**config.mk**
```make
export PLATFORM = sky130hd
export DESIGN_NAME = mmh_accumulator
export DESIGN_NICKNAME = d
export VERILOG_FILES = /design/src/rtl/mmh_accumulator.sv
export SDC_FILE = /design/constraint.sdc
export NUM_CORES = 1
export LEC_CHECK = 0
export CORE_ASPECT_RATIO = 2
export CORE_MARGIN = 3
export CORE_UTILIZATION = 60
export CTS_CLUSTER_DIAMETER = 60
export CTS_CLUSTER_SIZE = 12
export DETAILED_ROUTE_END_ITERATION = 7
export PLACE_DENSITY = 0.9
export SLEW_MARGIN = 25
export SYNTH_ARGS = -nofsm -noshare
export SYNTH_HDL_FRONTEND = slang
export SYNTH_SLANG_ARGS = --single-unit
```
**constraint.sdc**
```tcl
create_clock -name clk -period 13.8 [get_ports clk]
set_clock_uncertainty 0.05 [all_clocks]
set_input_delay 1.38 -clock clk [delete_from_list [all_inputs] [get_ports clk]]
set_output_delay 1.38 -clock clk [all_outputs]
set_load 0.01 [all_outputs]
```
**src/rtl/mmh_accumulator.sv**
```systemverilog
// mmh_accumulator: sums a stream of products mod P and emits one hash word per block.
// Define MMH_LAST_EN to add in_last, which closes a block early.
module mmh_accumulator #(
  parameter int DATA_WIDTH = 64,
  parameter logic [DATA_WIDTH-1:0] MODULUS = 64'hFFFFFFFF00000001,
  parameter int BLOCK_LEN = 16,
  parameter int CNT_WIDTH = 16
) (
  input  logic                  clk,
  input  logic                  rst,
  input  logic                  in_valid,
  input  logic [DATA_WIDTH-1:0] in_data,
`ifdef MMH_LAST_EN
  input  logic                  in_last,
`endif
  output logic                  in_ready,
  output logic                  hash_valid,
  output logic [DATA_WIDTH-1:0] hash_data,
  input  logic                  hash_ready,
  output logic [CNT_WIDTH-1:0]  blk_cnt
);
  localparam logic [1:0] IDLE = 2'd0, ACCUM = 2'd1, DONE = 2'd2;
  logic [1:0] state;
  logic [DATA_WIDTH-1:0] acc, x, acc_next;
  logic [DATA_WIDTH:0] s;
  logic [15:0] cnt;
  logic accept, handoff, close;
  assign in_ready = (state != DONE) || hash_ready;
  assign accept = in_valid && in_ready;
  assign handoff = (state == DONE) && hash_ready;
  assign x = in_data >= MODULUS ? in_data - MODULUS : in_data;
  assign s = {1'b0, acc} + {1'b0, x};
  assign acc_next = DATA_WIDTH'(s >= {1'b0, MODULUS} ? s - {1'b0, MODULUS} : s);
`ifdef MMH_LAST_EN
  assign close = (cnt == 16'(BLOCK_LEN - 1)) || in_last;
`else
  assign close = cnt == 16'(BLOCK_LEN - 1);
`endif
  // acc and cnt are zero outside ACCUM, so a first word sums onto zero uniformly
  always_ff @(posedge clk) begin
    if (rst) begin
      state <= IDLE;
      acc <= '0;
      cnt <= '0;
      hash_valid <= 1'b0;
      hash_data <= '0;
      blk_cnt <= '0;
    end else begin
      if (handoff) begin
        hash_valid <= 1'b0;
        blk_cnt <= CNT_WIDTH'(blk_cnt + 1'b1);
        state <= IDLE;
      end
      if (accept) begin
        if (close) begin
          hash_data <= acc_next;
          hash_valid <= 1'b1;
          acc <= '0;
          cnt <= '0;
          state <= DONE;
        end else begin
          acc <= acc_next;
          cnt <= cnt + 16'd1;
          state <= ACCUM;
        end
      end
    end
  end
endmodule

```
==> flow_metrics.env, run 1 <==
export IMPL_ys_types=82
export IMPL_synthCells=2116
export IMPL_synth_edf_count=0
export IMPL_numPortBuffers=149
export IMPL_ctsHtreeMaxLevel=4
export IMPL_io_pin_count=150
export IMPL_cts_setup_buffers=0
export IMPL_cts_buffers=17
export IMPL_gp_congestion=1.15
export IMPL_grt_usage=0.550
export IMPL_synth_area_per_cell_um2=7.10
export IMPL_grt_pass1_vias=19500
export IMPL_die_x_um=118
export IMPL_cts_resized=0
export IMPL_cts_root_buf="clkbuf_16"
export IMPL_cts_hold_fix_buffers=0
export IMPL_synth_main_ff_cell="dfxtp_1"
export IMPL_status="did not finish"
export IMPL_grt_first_pass_wirelength_um=114000
export IMPL_synth_warnings=0
export IMPL_cts_sinks=163
export IMPL_max_clock_path_buffers=2
export IMPL_synth_area_um2=15000
export IMPL_yosysSeqAreaShare=0.217
export IMPL_grt_max_degree=98
export IMPL_syn_nets=2256
export IMPL_die_h_um=230
export IMPL_rows=81
export IMPL_synth_seq_cells=163
export IMPL_overflow=5
export IMPL_synthArstFlopShare=0
export IMPL_lastStage="5_1_grt"
export IMPL_start_util=0.613
export IMPL_error_line="[ERROR GRT-0116] Global routing finished with congestion. Check the congestion regions in the DRC Viewer."
export IMPL_dp_hpwl_um=54500
[cells by family after synthesis]
group	after synthesis	synth area share
compound gates	632	0.282
xor+xnor	101	0.0588
fa+ha+maj	72	0.0604
buf+inv	154	0.0427
flops	163	0.217
mux	26	0.0174
simple gates	968	0.322
[per-stage QoR]
step / setup WS [ps] / cells / hold WS [ps] / instance area, um^2 / utilization
CTS: 3700 / 2518 / 429 / 17200 / 0.700
floorplan: 6080 / 2116 / 377 / 15000 / -
detailed placement: 3250 / 2486 / 418 / 16600 / 0.675
global placement: 3370 / 2485 / 395 / 16600 / 0.675
[Yosys cell counts, drive strengths merged (17+ instances only)]
master | n | area, um^2
a211oi | 28 | 210
a21o | 33 | 248
a21oi | 128 | 667
a22oi | 19 | 143
a31oi | 30 | 188
and2 | 42 | 263
and3 | 32 | 200
and4 | 21 | 184
buf | 21 | 143
clkbuf | 112 | 420
dfxtp | 163 | 3260
ha | 71 | 888
inv | 21 | 78.8
mux2i | 25 | 250
nand2 | 263 | 987
nand3 | 87 | 435
nand4 | 71 | 444
nor2 | 182 | 683
nor2b | 19 | 119
nor3 | 95 | 475
nor4 | 42 | 269
o211ai | 30 | 225
o21ai | 171 | 856
o31ai | 17 | 133
or2 | 22 | 138
or3 | 50 | 313
xnor2 | 48 | 420
xor2 | 53 | 464
[layer usage]
metal	GRT usage	GRT overflow
met2	0.867	4
met1	0.481	0
met4	0.677	1
met5	0	0
met3	0.216	0
==> inputs of run 2 (changes only) <==
CORE_ASPECT_RATIO = default   (was 2)
CORE_UTILIZATION = 40   (was 60)
CTS_CLUSTER_DIAMETER = default   (was 60)
CTS_CLUSTER_SIZE = default   (was 12)
PLACE_DENSITY = default   (was 0.9)
PLACE_DENSITY_LB_ADDON = 0.15   (was default)
==> run 2 against run 1 <==
Net effect: the flow now finishes without violations; area after synthesis unchanged; synthesized cell count did not move.
==> flow_metrics.env, run 2 <==
export IMPL_setup_viol=0
export IMPL_yosysMostFrequentCell="nand2_1"
export IMPL_cts_root_buf="clkbuf_16"
export IMPL_synth_warnings=0
export IMPL_period_needed_ps=10150
export IMPL_synth_area_per_cell_um2=7.10
export IMPL_final_antenna_net_count=0
export IMPL_fin_cells=2651
export IMPL_routed_wl_um=64400
export IMPL_synthTopCellsByCount="263 x nand2_1, 182 x nor2_1, 167 x o21ai_0"
export IMPL_ctsHtreeMaxLevel=4
export IMPL_path_clk_slew_ps=60
export IMPL_ir_worst_vdd_uv=83.8
export IMPL_powerDensity_nw_per_um2=140
export IMPL_netlist_area_leader_share=0.217
export IMPL_cp_start_kind="input port"
export IMPL_insertion_delay_ps=440
export IMPL_die_x_um=200
export IMPL_fin_util=0.472
export IMPL_max_clock_path_buffers=2
export IMPL_antenna_found_initial=1
export IMPL_status="completed"
export IMPL_io_pin_count=150
export IMPL_yosysTopAreaCell="dfxtp_1"
export IMPL_synth_edf_count=0
export IMPL_rsz0062_at_grt="no"
export IMPL_endpoint_kind="flop"
export IMPL_core_um2=36800
export IMPL_avgViaCountPerCell=6.43
export IMPL_cts_tree="done"
export IMPL_post_route_period_util=0.735
export IMPL_synthCells=2116
export IMPL_fin_nets=2311
export IMPL_maxSlewViolCount=0
export IMPL_ys_types=82
export IMPL_syn_to_final_growth_pct=15.5
export IMPL_synth_area_leaders="dfxtp_1 22%, nand2_1 6.6%, ha_1 5.9%, o21ai_0 5.6%, nor2_1 4.5%"
export IMPL_max_freq_ghz=0.0986
export IMPL_cts_buffers=17
export IMPL_cp_data_arrival_time_ps=10420
export IMPL_first_pass_iters=6
export IMPL_gp_congestion=0.965
export IMPL_cts_resized=0
export IMPL_cts_setup_buffers=0
export IMPL_grt_usage=0.314
export IMPL_syn_nets=2256
export IMPL_yosysSeqAreaShare=0.217
export IMPL_grt_first_pass_wirelength_um=96000
export IMPL_grt_pass1_vias=15800
export IMPL_crit_type="in2reg"
export IMPL_synth_main_ff_cell="dfxtp_1"
export IMPL_final_cell_mix="263 x nand2_1, 178 x nor2_1, 167 x o21ai_0"
export IMPL_dp_hpwl_um=51200
export IMPL_cap_violations=0
export IMPL_tightest_slew_ps=1070
export IMPL_num_vias=17100
export IMPL_synth_area_um2=15000
export IMPL_die_h_um=200
export IMPL_avgRoutedWirePerCell_um=24.3
export IMPL_grt_max_degree=65
export IMPL_cts_hold_fix_buffers=0
export IMPL_overflow=0
export IMPL_hp_class="reg2reg"
export IMPL_crit_fanout=45
export IMPL_final_fill_count=3764
export IMPL_synth_seq_cells=163
export IMPL_hold_viol=0
export IMPL_dieArea_um2=39900
export IMPL_fin_ws_ps=3650
export IMPL_fin_tns_setup_ps=0
export IMPL_drtIter0Drc=1334
export IMPL_hold_ws_ps=425
export IMPL_relSlewSlack=0.282
export IMPL_cts_sinks=163
export IMPL_largestRegisters="acc x64, hash_data x64"
export IMPL_rows=70
export IMPL_final_common_cell="nand2_1"
export IMPL_diodes=0
export IMPL_power_leakage_nw=6.36
export IMPL_layout_drive_gt1_share=0.0476
export IMPL_required_ps=14080
export IMPL_drc=0
export IMPL_post_place_ws_ps=3280
export IMPL_numPortBuffers=149
export IMPL_dp_cells=2619
export IMPL_synthArstFlopShare=0
export IMPL_start_util=0.409
## run 2: cell counts after synthesis
No cell type changed its count.
## run 2: cell families (layout without fill, tap and decap cells)
| logic type | after synthesis | in the layout | synth area share |
|---|---|---|---|
| buffers and inverters | 154 | 221 | 0.0427 |
| AO/OA/AOI/OAI | 632 | 632 | 0.282 |
| multiplexers | 26 | 26 | 0.0174 |
| adder cells (fa/ha/maj) | 72 | 72 | 0.0604 |
| flip-flops | 163 | 163 | 0.217 |
| XOR/XNOR | 101 | 101 | 0.0588 |
| AND/OR/NAND/NOR | 968 | 968 | 0.322 |
## run 2: area by class of cell
type | instances | area, um^2 | share of cell area
inverters | 21 | 78.8 | 0.00454
repair buffers | 169 | 1650 | 0.0953
well taps | 468 | 586 | 0.0337
flip-flops and latches | 163 | 3260 | 0.188
multi-input cells | 1799 | 11200 | 0.645
clock buffers | 23 | 488 | 0.0281
clock inverters | 8 | 100 | 0.00577
## run 2: report_power, final
group | leakage (nW) | switching [mW] | internal (mW)
sequential | 1.33 | 0.0724 | 0.520
combinational | 4.74 | 0.924 | 0.426
clock | 0.289 | 0.204 | 0.285
## run 2: per-layer routing
| metal | vias up | part of all wire | global-route usage |
|---|---|---|---|
| met1 | 8176 | 0.41 | 0.385 |
| met4 | 2 | 0.068 | 0.192 |
| met3 | 146 | 0.049 | 0.0300 |
| met5 | - | 0.00019 | 0 |
| met2 | 609 | 0.48 | 0.534 |
| li1 | 8120 | - | - |
## run 2: worst max-delay path, cell delays in order
cell and delay, ps:
clkdlybuf4s50_1 490, nand4_1 110, nor4_1 900, nand2_1 320, a21oi_1 320, nand2_1 230
nor2_1 320, nand2_1 150, nor4_1 270, xor2_1 140, ha_1 460, nand4_1 200
nor4_1 780, nand2_1 170, nor3_1 690, nor3_1 200, a311oi_1 580, nand4_1 250
nor3_1 610, nand4b_1 270, buf_4 360, a2111oi_2 860, mux2i_1 300, nand2_1 70
## run 2: stage by stage
step	total power, mW	instance area (um^2)
detailed placement	1.92	16700
finish	2.43	17400
CTS	2.41	17300
global placement	1.91	16700
floorplan	1.47	15000
global route	2.57	17400
## run 2: worst paths after layout
path / slack, ps / cells after the start / from / endpoint
setup reg to reg: 7350 / 14 / acc[2] / acc[56]
setup / recovery: 3650 / 24 / in_data[50] / acc[56]
hold reg to reg: 420 / 2 / hash_data[55] / hash_data[55]
hold / removal: 420 / 2 / hash_data[55] / hash_data[55]
(Power assumes the default switching activity.)
==> inputs of run 3 (changes only) <==
clock period = 10.03 ns   (was 13.8 ns; I/O delays follow)
==> run 3 against run 2 <==
Net effect: setup slack worse by 2900 ps; global-route usage is 0.37 points lower; register-to-register slack worse by 3400 ps; sequential share of layout area is 0.11 points lower; cell count is 0.60% higher; critical path depth is 3 higher; via count hardly changed; first-iteration DRC count is 10% lower; sequential cell count stayed put; combinational power is 37% higher.
==> flow_metrics.env, run 3 (synthesized netlist as in run 2, its figures left out) <==
export IMPL_status="completed"
export IMPL_numPortBuffers=149
export IMPL_fin_tns_setup_ps=0
export IMPL_cts_root_buf="clkbuf_16"
export IMPL_stdcell_area_um2=17500
export IMPL_rsz0062_at_grt="no"
export IMPL_hold_viol=0
export IMPL_die_x_um=200
export IMPL_grt_max_degree=92
export IMPL_cts_hold_fix_buffers=0
export IMPL_grt_usage=0.310
export IMPL_die_h_um=200
export IMPL_fin_nets=2326
export IMPL_hp_class="reg2reg"
export IMPL_powerDensity_nw_per_um2=192
export IMPL_dieArea_um2=39900
export IMPL_final_cell_mix="263 x nand2_1, 179 x nor2_1, 167 x o21ai_0"
export IMPL_antenna_found_initial=0
export IMPL_maxSlewViolCount=0
export IMPL_dp_hpwl_um=50100
export IMPL_period_needed_ps=9230
export IMPL_cts_buffers=17
export IMPL_core_um2=36800
export IMPL_insertion_delay_ps=440
export IMPL_cts_tree="done"
export IMPL_post_place_ws_ps=679
export IMPL_grt_pass1_vias=16000
export IMPL_layout_drive_gt1_share=0.0514
export IMPL_routed_wl_um=63300
export IMPL_final_antenna_net_count=0
export IMPL_path_clk_slew_ps=60
export IMPL_setup_viol=0
export IMPL_num_vias=17000
export IMPL_rows=70
export IMPL_diodes=0
export IMPL_crit_type="in2reg"
export IMPL_dp_cells=2635
export IMPL_cts_setup_buffers=0
export IMPL_start_util=0.409
export IMPL_max_clock_path_buffers=2
export IMPL_fin_cells=2667
export IMPL_endpoint_kind="flop"
export IMPL_syn_to_final_growth_pct=16.1
export IMPL_postPlaceCellArea_um2=16800
export IMPL_fin_ws_ps=803
export IMPL_final_common_cell="nand2_1"
export IMPL_avgRoutedWirePerCell_um=23.7
export IMPL_cp_data_arrival_time_ps=9500
export IMPL_drc=0
export IMPL_cts_resized=0
export IMPL_post_route_period_util=0.920
export IMPL_tightest_slew_ps=1040
export IMPL_cts_sinks=163
export IMPL_io_pin_count=150
export IMPL_cp_start_kind="input port"
export IMPL_max_freq_ghz=0.108
export IMPL_overflow=0
export IMPL_ir_worst_vdd_uv=122
export IMPL_grt_first_pass_wirelength_um=95300
export IMPL_power_mw=3.36
export IMPL_drtIter0Drc=1199
export IMPL_avgViaCountPerCell=6.39
export IMPL_first_pass_iters=7
export IMPL_ctsHtreeMaxLevel=4
export IMPL_crit_fanout=10
export IMPL_power_leakage_nw=6.43
export IMPL_gp_congestion=0.968
export IMPL_cap_violations=0
export IMPL_largestRegisters="acc x64, hash_data x64"
export IMPL_required_ps=10310
export IMPL_relSlewSlack=0.286
-- run 3: cell types whose count changed in the layout (fill, tap and decap cells not counted), moves of 2 or more --
cell | before | now
clkinv_2 | 3 | 0
clkinv_4 | 1 | 3
nor3_2 | 3 | 0
clkinvlp_4 | 1 | 3
buf_4 | 19 | 35
nor3_1 | 92 | 95
-- run 3: path summary, 6_finish.rpt --
kind            startpoint  slack, ps             to  cells past startpoint
min reg2reg  hash_data[55]        430  hash_data[55]                      2
max reg2reg         acc[0]       3910        acc[55]                     16
max            in_data[12]        800        acc[55]                     27
min          hash_data[55]        430  hash_data[55]                      2
-- run 3: area by class of cell --
class,count,area (um^2)
multi-input combinational,1799,11200
clock inverter,10,148
sequential,163,3260
fill,3801,19300
tap,468,586
clock buffer,22,474
inverter,21,78.8
timing repair buffer,184,1750
-- run 3: worst max-delay path, stage by stage --
cell	delay, ps
clkdlybuf4s50_1	470
nor4_1	570
nand4b_1	220
nor4_1	480
nand2_1	150
nor2_1	180
and4_1	220
a21oi_1	120
nand2_1	230
nor2_1	150
nand2_1	120
nor4_1	60
xor2_1	160
ha_1	450
nand4_1	200
nor4_1	820
nand2_1	180
nor3_1	590
nor3_1	200
a311oi_1	430
nand4_1	230
nor3_1	560
nand4b_1	250
buf_4	250
a2111oi_0	940
or3_1	210
nand3_1	70
-- run 3: power by group --
part / total [mW] / leakage, nW / internal (mW) / switching (mW)
Combinational: 1.85 / 4.81 / 0.601 / 1.25
Clock: 0.697 / 0.293 / 0.414 / 0.283
Sequential: 0.809 / 1.33 / 0.715 / 0.0940
Total: 3.36 / 6.43 / 1.73 / 1.63
-- run 3: per-layer routing --
metal  track usage  share of wire
met5             0              0
met4         0.173          0.064
met3        0.0356          0.046
met2         0.531           0.48
met1         0.380           0.41
-- run 3: stage by stage --
stage,utilization,hold slack [ps]
6_report,0.475,428
5_1_grt,0.475,464
4_1_cts,0.475,432
3_5_place_dp,0.458,421
3_3_place_gp,0.458,411
2_1_floorplan,-,377
==> inputs of run 4 (changes only) <==
ABC_CLOCK_PERIOD_IN_PS = 10030   (was default)
==> results of run 4 <==
Final layout, timing and power as in run 3 (identical DEF).
